==> src/rtl/hsi_mse_accum_if.sv <==
// hsi_mse_accum_if
// Beat-in / result-out bundle for the HSI sum-of-squared-differences accumulator.
//   beats        : beats per vector, sampled on the first beat of a vector (0 means 1)
//   in_valid     : input beat valid
//   in_ready     : accumulator can take a beat
//   data_vctr_1  : spectrum A, lane i at [i*DATA_WIDTH +: DATA_WIDTH]
//   data_vctr_2  : spectrum B, same packing as A
//   out_valid    : result valid
//   out_ready    : consumer takes the result
//   data_sum_out : accumulated sum of squared differences
//   sat          : result saturated, qualified by out_valid
// master = source/consumer side, slave = accumulator side.
interface hsi_mse_accum_if #(
   parameter int DATA_WIDTH     = 16,
   parameter int LANES          = 4,
   parameter int BEAT_CNT_WIDTH = 8,
   parameter int ACC_WIDTH      = 40,
   parameter int WORD_WIDTH     = DATA_WIDTH*LANES
);
   logic [BEAT_CNT_WIDTH-1:0] beats;
   logic                      in_valid;
   logic                      in_ready;
   logic [WORD_WIDTH-1:0]     data_vctr_1;
   logic [WORD_WIDTH-1:0]     data_vctr_2;
   logic                      out_valid;
   logic                      out_ready;
   logic [ACC_WIDTH-1:0]      data_sum_out;
   logic                      sat;

   modport master (
      output beats, in_valid, data_vctr_1, data_vctr_2, out_ready,
      input  in_ready, out_valid, data_sum_out, sat
   );

   modport slave (
      input  beats, in_valid, data_vctr_1, data_vctr_2, out_ready,
      output in_ready, out_valid, data_sum_out, sat
   );
endinterface

==> src/rtl/hsi_mse_accum.sv <==
// hsi_mse_accum
// Pipelined, saturating sum-of-squared-differences accumulator over multi-beat spectra.
//   clk : clock, all state on rising edge
//   rst : asynchronous active-high reset
//   bus : hsi_mse_accum_if slave (beat input handshake, result output handshake)
// Pipeline: S1 lane diff -> S2 lane square -> S3 adder tree -> S4 accumulate.
// One result per vector is held until the consumer takes it.

// Per-lane S1/S2: registered A-B difference, then registered square of its magnitude.
module hsi_mse_lane #(
   parameter int DATA_WIDTH = 16
) (
   input  logic                    clk,
   input  logic                    rst,
   input  logic [DATA_WIDTH-1:0]   a,
   input  logic [DATA_WIDTH-1:0]   b,
   output logic [2*DATA_WIDTH-1:0] sq
);
   logic [DATA_WIDTH:0]   diff_q;
   logic [DATA_WIDTH-1:0] mag;

   // |A-B| never exceeds 2^DATA_WIDTH-1, so the magnitude fits DATA_WIDTH bits
   assign mag = diff_q[DATA_WIDTH] ? (~diff_q[DATA_WIDTH-1:0] + DATA_WIDTH'(1))
                                   : diff_q[DATA_WIDTH-1:0];

   always_ff @(posedge clk or posedge rst) begin
      if (rst) begin
         diff_q <= '0;
         sq     <= '0;
      end else begin
         diff_q <= {1'b0, a} - {1'b0, b};
         sq     <= (2*DATA_WIDTH)'(mag) * (2*DATA_WIDTH)'(mag);
      end
   end
endmodule

module hsi_mse_accum #(
   parameter int DATA_WIDTH     = 16,
   parameter int LANES          = 4,
   parameter int WORD_WIDTH     = DATA_WIDTH*LANES,
   parameter int BEAT_CNT_WIDTH = 8,
   parameter int SUM_WIDTH      = 2*DATA_WIDTH+$clog2(LANES),
   parameter int ACC_WIDTH      = 40
) (
   input  logic           clk,
   input  logic           rst,
   hsi_mse_accum_if.slave bus
);
   // vld_pipe[0]=S1 diff, [1]=S2 square, [2]=S3 tree sum, [3]=S4 acc updated
   localparam int STAGES = 3;

   typedef enum logic [1:0] {IDLE, ACCUM, DRAIN, HOLD} state_t;

   state_t                              state_q, state_d;
   logic                                in_rdy_c, accept, last_beat;
   logic [STAGES:0]                     vld_pipe, last_pipe;
   logic [BEAT_CNT_WIDTH-1:0]           cnt_q, beats_eff;
   logic [LANES-1:0][2*DATA_WIDTH-1:0]  sq;
   logic [SUM_WIDTH-1:0]                tree_sum, sum_q;
   logic [ACC_WIDTH-1:0]                acc_q;
   logic                                sat_q;
   logic [ACC_WIDTH:0]                  acc_nxt;

   // in_ready is forced low while reset is held, not just after the first edge
   assign bus.in_ready     = in_rdy_c & ~rst;
   assign accept           = bus.in_valid & bus.in_ready;
   assign beats_eff        = (bus.beats == '0) ? BEAT_CNT_WIDTH'(1) : bus.beats;
   assign bus.out_valid    = (state_q == HOLD);
   assign bus.data_sum_out = acc_q;
   assign bus.sat          = sat_q;

   hsi_mse_lane #(.DATA_WIDTH(DATA_WIDTH)) u_lane [LANES-1:0] (
      .clk (clk),
      .rst (rst),
      .a   (bus.data_vctr_1),
      .b   (bus.data_vctr_2),
      .sq  (sq)
   );

   always_comb begin
      tree_sum = '0;
      for (int i = 0; i < LANES; i++) tree_sum += SUM_WIDTH'(sq[i]);
   end

   // extra top bit catches the carry that triggers saturation
   assign acc_nxt = {1'b0, acc_q} + (ACC_WIDTH+1)'(sum_q);

   always_ff @(posedge clk or posedge rst) begin
      if (rst) state_q <= IDLE;
      else     state_q <= state_d;
   end

   always_comb begin
      state_d   = state_q;
      in_rdy_c  = 1'b0;
      last_beat = 1'b0;
      case (state_q)
         IDLE: begin
            in_rdy_c = 1'b1;
            if (accept) begin
               last_beat = (beats_eff == BEAT_CNT_WIDTH'(1));
               state_d   = last_beat ? DRAIN : ACCUM;
            end
         end
         ACCUM: begin
            in_rdy_c = 1'b1;
            if (accept && cnt_q == BEAT_CNT_WIDTH'(1)) begin
               last_beat = 1'b1;
               state_d   = DRAIN;
            end
         end
         // only the tagged last beat leaving S4 ends the vector
         DRAIN:   if (vld_pipe[STAGES] && last_pipe[STAGES]) state_d = HOLD;
         HOLD:    if (bus.out_ready) state_d = IDLE;
         default: state_d = IDLE;
      endcase
   end

   always_ff @(posedge clk or posedge rst) begin
      if (rst) begin
         vld_pipe  <= '0;
         last_pipe <= '0;
         sum_q     <= '0;
         cnt_q     <= '0;
         acc_q     <= '0;
         sat_q     <= 1'b0;
      end else begin
         vld_pipe  <= {vld_pipe[STAGES-1:0], accept};
         last_pipe <= {last_pipe[STAGES-1:0], last_beat};
         sum_q     <= tree_sum;
         // counter holds beats still expected after the one being accepted
         if (accept)
            cnt_q <= ((state_q == IDLE) ? beats_eff : cnt_q) - BEAT_CNT_WIDTH'(1);
         if (vld_pipe[STAGES-1]) begin
            if (acc_nxt[ACC_WIDTH] || sat_q) begin
               acc_q <= '1;
               sat_q <= 1'b1;
            end else begin
               acc_q <= acc_nxt[ACC_WIDTH-1:0];
            end
         end
         if (state_q == HOLD && bus.out_ready) begin
            acc_q <= '0;
            sat_q <= 1'b0;
         end
      end
   end
endmodule
==> src/flat_wrapper.sv <==
// flat-port wrapper written by rule: the top's interface ports become plain ports
module hsi_mse_accum_flat 
#(
   parameter int DATA_WIDTH     = 16,
   parameter int LANES          = 4,
   parameter int WORD_WIDTH     = DATA_WIDTH*LANES,
   parameter int BEAT_CNT_WIDTH = 8,
   parameter int SUM_WIDTH      = 2*DATA_WIDTH+$clog2(LANES),
   parameter int ACC_WIDTH      = 40
)
  (clk, rst, bus_beats, bus_in_valid, bus_data_vctr_1, bus_data_vctr_2, bus_out_ready, bus_in_ready, bus_out_valid, bus_data_sum_out, bus_sat);
  hsi_mse_accum_if #(.DATA_WIDTH(DATA_WIDTH), .LANES(LANES), .BEAT_CNT_WIDTH(BEAT_CNT_WIDTH), .ACC_WIDTH(ACC_WIDTH), .WORD_WIDTH(WORD_WIDTH)) bus_i ();
  input  logic clk;
  input  logic rst;
  input wire logic [$bits(bus_i.beats)-1:0] bus_beats;
  input wire logic [$bits(bus_i.in_valid)-1:0] bus_in_valid;
  input wire logic [$bits(bus_i.data_vctr_1)-1:0] bus_data_vctr_1;
  input wire logic [$bits(bus_i.data_vctr_2)-1:0] bus_data_vctr_2;
  input wire logic [$bits(bus_i.out_ready)-1:0] bus_out_ready;
  output wire logic [$bits(bus_i.in_ready)-1:0] bus_in_ready;
  output wire logic [$bits(bus_i.out_valid)-1:0] bus_out_valid;
  output wire logic [$bits(bus_i.data_sum_out)-1:0] bus_data_sum_out;
  output wire logic [$bits(bus_i.sat)-1:0] bus_sat;
  assign bus_i.beats = bus_beats;
  assign bus_i.in_valid = bus_in_valid;
  assign bus_i.data_vctr_1 = bus_data_vctr_1;
  assign bus_i.data_vctr_2 = bus_data_vctr_2;
  assign bus_i.out_ready = bus_out_ready;
  assign bus_in_ready = bus_i.in_ready;
  assign bus_out_valid = bus_i.out_valid;
  assign bus_data_sum_out = bus_i.data_sum_out;
  assign bus_sat = bus_i.sat;
  hsi_mse_accum #(.DATA_WIDTH(DATA_WIDTH), .LANES(LANES), .WORD_WIDTH(WORD_WIDTH), .BEAT_CNT_WIDTH(BEAT_CNT_WIDTH), .SUM_WIDTH(SUM_WIDTH), .ACC_WIDTH(ACC_WIDTH)) u_core (.clk(clk), .rst(rst), .bus(bus_i));
endmodule
==> config.mk <==
export PLATFORM = sky130hd
export DESIGN_NAME = hsi_mse_accum_flat
export DESIGN_NICKNAME = d
export VERILOG_FILES = /design/src/rtl/hsi_mse_accum_if.sv /design/src/rtl/hsi_mse_accum.sv /design/src/flat_wrapper.sv
export SDC_FILE = /design/constraint.sdc
export NUM_CORES = 2
export LEC_CHECK = 0
export ABC_AREA = 1
export CAP_MARGIN = 10
export CORE_MARGIN = 4
export CORE_UTILIZATION = 40
export DETAILED_ROUTE_END_ITERATION = 12
export HOLD_SLACK_MARGIN = 0.12
export PLACE_DENSITY_LB_ADDON = 0.15
export SYNTH_ARGS = -nofsm -noshare
export SYNTH_HDL_FRONTEND = slang
export SYNTH_SLANG_ARGS = --single-unit
==> constraint.sdc <==
create_clock -name clk -period 10.44 [get_ports clk]
set_input_delay 2.088 -clock clk [delete_from_list [all_inputs] [get_ports clk]]
set_output_delay 2.088 -clock clk [all_outputs]
set_load 0.01 [all_outputs]
# Word level (Yosys, flattened, before mapping)
# Index checks and enable logic that the tools add are counted.
[op_classes]
add_sub_neg = 13
mul = 4
eq_ne = 9
n_mux = 22
n_bitwise = 7
n_reduce_logical = 11
[ops]
columns = ["cell", "n"]
rows = [
  ["$mul 16x16->32", 4],
  ["$mux 40", 3],
  ["$add 34x32->34", 2],
  ["$sub 16x16->17", 4],
  ["$add 16x1->16 const B", 4],
  ["$mux 16", 4],
  ["$not 16->16", 4],
  ["$add 40x34->41", 1],
  ["$add 32x32->33", 1],
  ["$eq 8x1->1 const B", 2],
  ["$mux 8", 2],
  ["$mux 2", 5],
  ["$logic_not 8->1", 1],
  ["$pmux 2 s4", 1],
  ["$sub 8x1->8 const B", 1],
  ["$mux 1", 6],
  ["$ne 2x1->1 const B", 3],
  ["$eq 2x2->1 const B", 2],
  ["$reduce_and 4->1", 1],
  ["$reduce_bool 2->1", 2],
  ["$logic_and 1x1->1", 3],
  ["$and 1x1->1", 2],
  ["$eq 2x1->1 const B", 1],
  ["$logic_not 2->1", 1],
  ["other kinds (6)", 6],
]
[word_totals]
reg_bits = 289
output_inout_bits = 43
elab_cells = 81

# Logic depth before layout (Yosys ltp)
[logic_depth]
word_depth = 8
ltp_mapped = 37

# By module
# From an unflattened synthesis, not the netlist that was laid out.
[unflattened]
hier_cells = 6540
area_unflattened_um2 = 50119.3
[by_module_without_submodules]
columns = ["mod", "instances", "cells_per_inst", "area_per_inst_um2", "seq_area_each_um2"]
rows = [
  ["hsi_mse_accum", 1, 1539, 10219.8, 2327.2],
  ["hsi_mse_lane (u_core.u_lane[1])", 1, 1268, 10003.3, 1201.2],
  ["hsi_mse_lane (u_core.u_lane[2])", 1, 1234, 9985.8, 1201.2],
  ["hsi_mse_lane (u_core.u_lane[3])", 1, 1264, 9983.3, 1201.2],
  ["hsi_mse_lane (u_core.u_lane[0])", 1, 1235, 9927.0, 1201.2],
]

# Least setup slack after synthesis
# OpenSTA, ideal clock, no wires.
[synth_path]
path_kind = "register to register"
startpoint = "reg u_core.u_lane[0].diff_q[0]"
endpoint = "reg u_core.u_lane[0].sq[27]"
setup_time_ns = 0.117
t_arrival_ns = 6.515
slack_ns = 3.808
path_stages_with_launch = 31
path_cell_list = "dfrtp_1 -> inv_2 -> buf_1 -> ha_1 -> inv_1 -> nor3_2 -> nand2_1 -> o21ai_2 -> nand2_1 -> xor2_1 -> buf_2 -> nand2_1 -> fa_1 -> fa_1 -> inv_1 -> fa_1 -> fa_1 -> fa_1 -> inv_1 -> fa_1 -> inv_1 -> ha_1 -> nand2_1 -> nor2_1 -> nand3_1 -> nand3b_1 -> nand2_1 -> o21ai_0 -> nand2_1 -> nand3_1 -> nand2_1"
[synth_via]
elab_chain_len = 4
[synth_rtl]
columns = ["element", "line", "text"]
rows = [
  ["from (decl)", "hsi_mse_accum.sv:19", "logic [DATA_WIDTH:0] diff_q;"],
  ["from (signal assigned)", "hsi_mse_accum.sv:31", "diff_q <= {1'b0, a} - {1'b0, b};"],
  ["$not 16->16", "hsi_mse_accum.sv:23", "assign mag = diff_q[DATA_WIDTH] ? (~diff_q[DATA_WIDTH-1:0] + DATA_WIDTH'(1))"],
  ["$add 16x1->16", "hsi_mse_accum.sv:23", ""],
  ["$mux 16 *", "hsi_mse_accum.sv:23", ""],
  ["$mul 16x16->32 *", "hsi_mse_accum.sv:32", "sq <= (2*DATA_WIDTH)'(mag) * (2*DATA_WIDTH)'(mag);"],
  ["to (signal assigned)", "hsi_mse_accum.sv:32", ""],
  ["to (decl)", "hsi_mse_accum.sv:17", "output logic [2*DATA_WIDTH-1:0] sq"],
]
# Every way passes the cells marked *; elsewhere a longest branch is shown, timed or not.
# A chain may end at the register's enable or synchronous reset.

# Final worst setup path
[layout_path]
startpoint = "reg u_core.u_lane[3].diff_q[0]"
endpoint = "reg u_core.u_lane[3].sq[31]"
[layout_via]
elab_chain_len = 4
[layout_rtl]
columns = ["element", "line"]
rows = [
  ["from (decl)", "hsi_mse_accum.sv:19"],
  ["from (signal assigned)", "hsi_mse_accum.sv:31"],
  ["$not 16->16", "hsi_mse_accum.sv:23"],
  ["$add 16x1->16", "hsi_mse_accum.sv:23"],
  ["$mux 16 *", "hsi_mse_accum.sv:23"],
  ["$mul 16x16->32 *", "hsi_mse_accum.sv:32"],
  ["to (signal assigned)", "hsi_mse_accum.sv:32"],
  ["to (decl)", "hsi_mse_accum.sv:17"],
]
# Marks and branches as above.

==> results.py <==
metrics = {
    "critical_path": {
        "r2r_setup_slack_ns": 2.18,
        "r2r_start": "u_core.u_lane[3].diff_q[0]",
        "start_kind": "register",
        "crit_top_cell": "inv_1",
        "crit_type": "reg -> reg",
        "cp_slowest_cell": "xor2_1",
        "cp_num_buf_inv": 8,
        "arrival_ns": 8.70,
        "cp_max_fo": 18,
        "critPathCaptureType": "register",
        "startpoint": "u_core.u_lane[3].diff_q[0]",
        "required_ns": 10.89,
        "cpPeakStageDelay_ns": 0.97,
        "cp_top_family": "adder cells",
    },
    "detailed_routing": {
        "met3_length_um": 5519,
        "wirelength_um": 135600,
        "num_vias": 39900,
        "wl_per_cell_um": 16.55,
        "firstDrtPassIters": 8,
        "drt-met1-wl_um": 63960,
        "ant_nets": 0,
        "drt-initial-drc-count": 2383,
        "drc": 0,
        "wl_met2_um": 63270,
        "dr.max_layer_used": "met5",
        "via_per_inst": 4.868,
    },
    "worst_hold_path": {
        "holdCritStartpoint": "u_core.last_pipe[1]",
        "hold_class": "reg -> reg",
    },
    "logic_synthesis": {
        "synth_top_area_share_pct": 27.68,
        "netlist_instances": 6380,
        "yosysMostFrequentCell": "inv_1",
        "synth-seq-cells": 285,
        "synthAdderAreaFrac_pct": 41.67,
        "ys_top_cells_by_area": "fa_1 28%, dfrtp_1 14%, ha_1 14%, inv_1 12%, nand2_1 9.7%",
        "syn_area_per_cell_um2": 7.777,
        "synth_xor_area_share_pct": 4.922,
        "synth_mux_area_share_pct": 0.04034,
        "synth_commonest_cells": "1552 x inv_1, 1281 x nand2_1, 686 x fa_1",
        "synth-edff-count": 0,
        "synth_top_area_cell": "fa_1",
        "synth_compound_area_share_pct": 7.928,
        "ys_seq_area_share_pct": 14.37,
        "synth_cell_types": 62,
        "synthesis.nets": 7761,
        "syn_area_um2": 49620,
        "synthArstFlopShare_pct": 100.0,
        "synth_top_family_by_area": "adder cells",
        "synth_warnings": 0,
        "synth_simple_gate_area_share_pct": 18.24,
        "ys.flop_type": "dfrtp_1",
    },
    "floorplan": {
        "die_area_um2": 129700,
        "dieHeight_um": 360.2,
        "pin_count": 183,
        "fp-row-count": 128,
        "start_util_pct": 40.50,
        "core-area_um2": 122500,
        "die_w_um": 360.2,
    },
    "global_route": {
        "grt_pass1_vias": 41370,
        "grt_remaining_overflow": 0,
        "grt_max_degree": 125,
        "antenna_found_initial": 1,
        "grt_pass1_wl_um": 222700,
        "grt_use_total_pct": 21.17,
    },
    "timing": {
        "hold_violations": 0,
        "max_slew.worst_pin.slew_ns": 1.248,
        "fin_setup_tns_ns": 0,
        "finalSetupViolations": 0,
        "slew_headroom_pct": 16.51,
        "timing.fmax_mhz": 121.1,
        "min_period_ns": 8.256,
        "slew_violations": 0,
        "rsz0062_at_grt": "no",
        "fin_skew_ns": 0.03488,
        "fin_crit_sh_pct": 79.08,
    },
    "clock_network": {
        "numCtsBuffers": 40,
        "path_clk_slew_ns": 0.05,
        "h-tree-depth": 2,
        "cts_hold_buf": 0,
        "cts-resized-gates": 0,
        "post_cts_buffers": 0,
        "clock_latency_ns": 0.60,
        "cts.sinks": 285,
        "root_buffer": "clkbuf_16",
        "cts_tree": "yes",
        "clockBufferDepth": 3,
    },
    "run": {
        "drv_cap": 0,
    },
    "cells_and_area": {
        "diodes": 0,
        "syn2layout_area_growth_pct": 9.882,
        "layout.nets": 7927,
        "design_area_um2": 54520,
        "layout-drive-gt1-share_pct": 2.921,
    },
    "placed_design": {
        "dpl_cell_area_um2": 53230,
        "port_buffers": 182,
        "gp_congestion": 0.9277,
        "dp_hpwl_um": 116600,
    },
    "run_status": {
        "status": "finished, final reports clean",
    },
}
## worst paths after layout
kind	to	cells after the start
max	u_core.u_lane[3].sq[31]	31
max reg2reg	u_core.u_lane[3].sq[31]	31
min	u_core.last_pipe[2]	0
min reg2reg	u_core.last_pipe[2]	0
max in group asynchronous	u_core.u_lane[3].diff_q[7]	3
min in group asynchronous	u_core.cnt_q[6]	2
## worst reg2reg max path: cells and delay by family, from the launching register on
kind                       cells  cell delay, ns
adders and majority gates      8            3.63
and+or+nand+nor               11            1.47
buffers and inverters          8            1.08
xor gates and xnor gates       1            0.97
DFF                            1            0.52
AOI/OAI and AO/OA              3            0.47
## final cells by class
cell class                      count  area [µm²]
Multi-Input combinational cell   4430       36150
Fill cell                       12530       67990
Inverter                         1595        5995
Sequential cell                   285        7132
Tap cell                         1625        2033
Clock inverter                     19       170.2
Timing Repair Buffer              194        1924
Clock buffer                       50        1120
## logic make-up (layout without fill, tap and decap cells)
kind of cell    Yosys count  in the layout
compound gates          701            701
xor+xnor                266            266
fa+ha+maj              1241           1241
buf+inv                1665           1858
flops                   285            285
mux                       2              2
other cells               2              2
simple gates           2218           2218
## through the flow
| stage | util (%) | std cells | setup WS [ns] | hold slack [ns] |
|---|---|---|---|---|
| after global routing | 44.50 | 8198 | 1.661 | 0.3555 |
| after floorplan | - | 6380 | 0.4881 | 0.3312 |
| after detailed placement | 43.45 | 8129 | 2.205 | 0.3370 |
| after global placement | 43.45 | 8129 | 2.302 | 0.3334 |
| final | 44.50 | 8198 | 2.184 | 0.3484 |
| after CTS | 44.50 | 8198 | 2.180 | 0.3532 |
## registers in the layout, summed over array words and instances, names as in the netlist
| name | count |
|---|---|
| u_core.vld_pipe | 4 |
| u_core.last_pipe | 4 |
| u_core.cnt_q | 8 |
| u_core.u_lane.sq | 124 |
| u_core.state_q | 2 |
| u_core.u_lane.diff_q | 68 |
| u_core.sum_q | 34 |
| u_core.bus.sat | 1 |
| u_core.bus.data_sum_out | 40 |
## metal layers
metal  up-vias  track usage, %
li1      19690               -
met1     19270           29.85
met2       825           35.58
met4         2           4.563
met3       124           1.825
met5         -               0
## placed cells by master, fill, tap and decap left out, types with 8 or more instances in the layout
cell type,synthesis,routed
o21bai_1,37,37
ha_1,555,555
nand2_1,1281,1281
nand2_2,13,13
nor2_2,15,16
fa_1,686,686
nand3b_1,21,21
xor2_1,174,174
a21boi_0,19,19
inv_1,1552,1551
o21ai_1,14,14
o21ai_2,8,8
nand3_1,183,183
nor4_1,11,11
o21ai_0,212,212
nor2_1,567,565
a31oi_1,34,34
a21oi_1,301,301
inv_2,31,31
nor3_1,52,52
a21o_1,28,28
clkinv_2,0,8
dfrtp_1,285,285
or2_2,12,12
clkdlybuf4s50_1,0,182
xnor2_1,83,82
clkinv_1,12,12
o211ai_1,15,15
buf_4,12,11
nand4_1,40,40
clkbuf_16,0,41
Power is left out: the tool's default activity adds up to more than one toggle a clock period on the data nets, which glitch-free logic cannot reach.
